$ cat src/rtl/store_merge_rmw.sv
// store_merge_rmw: sb/sh/sw to word-wide memory writes, read-modify-write for sub-word stores
module store_merge_rmw #(
  parameter int ADDR_W     = 32,
  parameter int RD_TIMEOUT = 16
) (
  input  logic              clk,
  input  logic              rst_n,
  input  logic              req_valid,
  output logic              req_ready,
  input  logic [ADDR_W-1:0] req_addr,
  input  logic [31:0]       req_wdata,
  input  logic [1:0]        req_size,
  output logic              done,
  output logic              err,
  output logic [ADDR_W-1:0] mem_addr,
  output logic              mem_re,
  input  logic [31:0]       mem_rdata,
  input  logic              mem_rvalid,
  output logic              mem_we,
  output logic [31:0]       mem_wdata
);
  typedef enum logic [2:0] {IDLE, RD_REQ, RD_WAIT, WRITE, ERR} state_t;
  localparam int CW = $clog2(RD_TIMEOUT + 1);
  state_t        state, nxt;
  logic [CW-1:0] cnt;
  logic [1:0]    lane;
  logic          half;
  logic [15:0]   wd;
  logic          accept, bad, timeout;
  logic [4:0]    sh;
  logic [31:0]   merged;
  assign accept    = req_valid & req_ready;
  assign bad       = (req_size == 2'b11) | (req_size == 2'b01 & req_addr[0]) |
                     (req_size == 2'b10 & |req_addr[1:0]);
  assign timeout   = cnt == CW'(RD_TIMEOUT - 1);
  assign req_ready = state == IDLE;
  assign mem_re    = state == RD_REQ;
  assign mem_we    = state == WRITE;
  assign done      = state == WRITE;
  assign err       = state == ERR;
  assign sh        = {lane, 3'b000};
  assign merged    = half ? (lane[1] ? {wd, mem_rdata[15:0]} : {mem_rdata[31:16], wd})
                          : (mem_rdata & ~(32'hFF << sh)) | ({24'd0, wd[7:0]} << sh);
  // next-state: bad requests detour through ERR so err lands one cycle after accept
  always_comb begin
    nxt = state;
    nxt = state == IDLE    ? (accept ? (bad ? ERR : req_size == 2'b10 ? WRITE : RD_REQ) : IDLE)
        : state == RD_REQ  ? RD_WAIT
        : state == RD_WAIT ? (mem_rvalid ? WRITE : timeout ? ERR : RD_WAIT)
        : IDLE;
  end
  // state register
  always_ff @(posedge clk or negedge rst_n)
    if (!rst_n) state <= IDLE;
    else        state <= nxt;
  // request latch, timeout counter and write-data register (word data on accept, merge on rvalid)
  always_ff @(posedge clk or negedge rst_n)
    if (!rst_n) begin
      mem_addr  <= '0;
      mem_wdata <= '0;
      wd        <= '0;
      lane      <= '0;
      half      <= 1'b0;
      cnt       <= '0;
    end else begin
      if (accept) begin
        mem_addr  <= {req_addr[ADDR_W-1:2], 2'b00};
        mem_wdata <= req_wdata;
        wd        <= req_wdata[15:0];
        lane      <= req_addr[1:0];
        half      <= req_size[0];
      end
      if (state == RD_WAIT && mem_rvalid) mem_wdata <= merged;
      if (state == RD_REQ) cnt <= '0;
      else if (state == RD_WAIT) cnt <= cnt + 1'b1;
    end
endmodule

$ cat config.mk
export PLATFORM = sky130hd
export DESIGN_NAME = store_merge_rmw
export DESIGN_NICKNAME = d
export VERILOG_FILES = /design/src/rtl/store_merge_rmw.sv
export SDC_FILE = /design/constraint.sdc
export NUM_CORES = 1
export LEC_CHECK = 0
export ABC_CLOCK_PERIOD_IN_PS = 1600
export BUFFER_PORTS_ARGS = -buffer_cell sky130_fd_sc_hd__buf_2
export CELL_PAD_IN_SITES_DETAIL_PLACEMENT = 0
export CELL_PAD_IN_SITES_GLOBAL_PLACEMENT = 1
export CORE_MARGIN = 4
export CORE_UTILIZATION = 32
export CTS_CLUSTER_SIZE = 8
export DETAILED_ROUTE_END_ITERATION = 8
export PLACE_DENSITY = 0.74
export SLEW_MARGIN = 5
export SYNTH_ARGS = -nofsm -noshare
export SYNTH_HDL_FRONTEND = slang
export SYNTH_SLANG_ARGS = --single-unit
$ cat constraint.sdc
create_clock -name clk -period 1.6 [get_ports clk]
set_clock_uncertainty 0.15 [all_clocks]
set_input_delay 0.32 -clock clk [delete_from_list [all_inputs] [get_ports clk]]
set_output_delay 0.32 -clock clk [all_outputs]
set_load 0.01 [all_outputs]
==> out/metrics.csv <==
stage,metric,value,unit
synth,synthCells,456,
route,dr.first_iter.drc_count,216,
worst_setup_path,r2r_cells,7,
sta,report.final.slew_viol_count,0,
status,failed_checks,negative setup slack,
worst_setup_path,crit_fanout,8,
final_layout,final_common_cell,buf_2,
clocking,cts_buffers,9,
clocking,clk_path_buf_depth,2,
final_layout,final_cell_mix,"167 x buf_2, 138 x nand2_1, 86 x dfrtp_1, 29 x buf_4, 17 x a21oi_1",
placement,gp_congestion,0.7609,
final_layout,finish.instance_area,6133,um2
route,viasPerCell,4.837,
sta,rsz0062_at_grt,true,
sta,slew-limit-headroom,0.5745,
sta,layout_setup_ws,-0.1586,ns
worst_setup_path,path_cells,"buf_6, nor4b_4, buf_6, clkbuf_16, and2_4, a211oi_1, a31oi_1",
worst_setup_path,cp_slowest_stage_delay,0.42,ns
grt,grt_pass1_vias,4068,
worst_setup_path,critPathSlowestCell,dfrtp_2,
pwr,leakage,3.170,nW
floorplan,die_area,15060,um2
hold_path,hold_path_end,mem_addr[11],
clocking,clk_pin_slew_worst_paths,0.06,ns
clocking,cts-root-buf,clkbuf_16,
synth,yosysUniqueCellTypes,37,
hold_path,hp-start,req_addr[11],
grt,grt_start_max_net_pins,43,
floorplan,io_pins,171,
synth,seq_area_frac_synth,0.5290,
worst_setup_path,worst_path_most_repeated_cell,buf_6,
floorplan,rows,41,
worst_setup_path,required,1.71,ns
worst_setup_path,end_kind,flop,
sta,finalSetupViolCount,79,
grt,antenna_found_initial,1,
final_layout,multi_input_area,1872,um2
route,vias,4029,
run,maxCapViolCount,0,
synth,synth-seq-cells,89,
placement,dp_slack,-0.09318,ns
synth,yosysWarnings,0,
status,status,"complete, but fails checks",
worst_setup_path,path_buf_inv,3,
final_layout,num-nets-final,760,
sta,tightestPinTransition,0.6359,ns
final_layout,regArea,2231,um2
worst_setup_path,crit_start,state[1],
route,drt-pass1-iter-count,4,
route,drc_errors,0,
final_layout,area_delta_synth_final,45.68,%
synth,syn_area_per_cell,9.233,um2
placement,hpwl,9517,um
clocking,cts.sinks,89,
sta,hold_slack,0.01588,ns
sta,min_period,1.759,ns
floorplan,die_h,122.7,um
hold_path,hp-class,in -> reg,
final_layout,post-route-util,0.4802,
floorplan,fp.dieW,122.7,um
worst_setup_path,start_kind,flop,
hold_path,hold_path_depth,3,
worst_setup_path,r2r_slack,-0.16,ns
clocking,cts_htree_levels,3,
worst_setup_path,r2r_start,state[1],
sta,finalHoldViolCount,0,
placement,portBuffers,168,
sta,fin_crit_sh,1.099,
placement,place_area,5470,um2
clocking,cts_tree,done,
worst_setup_path,crit_arrival,1.87,ns
final_layout,n_fill_cell,1232,
worst_setup_path,cp_top_family,buffers and inverters,
route,postRouteAntennaNets,0,
pwr,p_per_area,1985,nW/um2
grt,grt.total_usage,0.1772,
clocking,insertion_delay,0.34,ns
floorplan,core-area,12770,um2
grt,grt_first_pass_wirelength,20600,um
floorplan,start_util,0.3296,
pwr,peakVddDrop,0.0007020,V
worst_setup_path,path_class,reg -> reg,
final_layout,layout-drive-gt1-share,0.4121,
route,wirelength,13360,um
sta,fmax,568.6,MHz
grt,grt_overflow,0,
synth,syn_area,4210,um2
worst_setup_path,reg2reg_to,mem_wdata[1],
route,wire_per_inst,16.03,um
[through the flow]
stage	setup TNS (ns)	total power, mW	std cells
5_1_grt	-12.92	13.14	832
3_3_place_gp	-1.014	9.340	801
2_1_floorplan	-0.07487	7.231	457
6_report	-6.252	12.17	833
4_1_cts	-6.222	12.11	829
3_5_place_dp	-2.459	9.470	801
[cells in the mapped netlist]
library cell,count,area [um2]
a41oi_1,1,8.760
nor4b_1,1,8.760
ha_1,2,25.02
and2b_1,1,7.510
nor3_4,1,16.27
nor2b_1,8,50.05
buf_6,5,56.30
nand2b_1,1,6.260
a21oi_1,17,85.08
nor3b_1,4,30.03
nor4_1,1,6.260
buf_2,10,50.05
nor2_1,5,18.77
a211oi_1,23,172.7
a21boi_0,8,60.06
a32o_1,1,10.01
a31oi_1,16,100.1
buf_8,1,15.01
and2_4,7,61.31
and3_1,10,62.56
inv_1,13,48.80
o21ai_1,8,40.04
o211a_1,1,10.01
clkbuf_1,14,52.55
a21o_1,8,60.06
o22ai_1,8,50.05
conb_1,1,3.750
o21ai_0,19,95.09
nor4b_4,1,23.77
nor3_1,4,20.02
a2bb2oi_1,8,70.07
nand3_1,3,15.01
buf_4,4,30.03
o221ai_1,8,70.07
nand2_1,143,536.8
nand2_2,1,6.260
dfrtp_1,89,2227
[worst min-delay path, cell delays in order]
cell	delay, ns
buf_2	0.07
nand2_1	0.04
nand2_1	0.04
[power by group]
group | total, mW | switching [mW] | internal (mW) | leakage (nW)
combinational | 6.03 | 3.23 | 2.80 | 1.93
sequential | 4.01 | 0.665 | 3.34 | 1.09
clock | 2.14 | 0.855 | 1.28 | 0.148
[worst max-delay path by stage]
stage	to	slack (ns)	depth (start not counted)
6_report	mem_wdata[1]	-0.16	7
5_1_grt	mem_wdata[5]	-0.23	7
4_1_cts	mem_wdata[6]	-0.16	7
3_5_place_dp	mem_wdata[2]	-0.09	6
3_3_place_gp	mem_wdata[29]	-0.05	6
2_1_floorplan	err	-0.03	2
[sequential cells by signal, summed over array words and instances (netlist names)]
name,flops
mem_addr,30
lane,2
half,1
mem_wdata,32
wd,16
cnt,5
state,3
[area by class of cell]
class	count	share of cell area
tap	172	0.03509
antenna	1	0.0004080
clock inverter	3	0.006528
timing repair buffer	222	0.2389
clock buffer	12	0.04182
inverter	13	0.008364
multi-input combinational	321	0.3052
sequential	89	0.3637
[cell families (layout without fill, tap and decap cells)]
kind of cell,after synthesis,after routing,share of synthesized area
AO/OA/AOI/OAI,126,126,0.1976
adder cells (fa/ha/maj),2,2,0.005943
buffers and inverters,47,250,0.06003
flip-flops,89,89,0.5290
other,1,3,0.0008907
AND/OR/NAND/NOR,191,191,0.2065
[metal layers]
layer	vias up	share of wire	GRT usage
li1	1972	-	-
met1	1903	0.43	0.2272
met2	134	0.48	0.2887
met3	18	0.070	0.04194
met4	2	0.019	0.07068
met5	-	0.00052	0
[what timing repair did]
action	in CTS	in global routing
hold endpoints to repair	18	0
resized for setup	32	24
gates cloned	3	1
endpoints found under the setup margin	67	87
hold buffers	1	0
pin swaps	5	17
buffers inserted	9	2
Power figures use the tool's default switching activity.
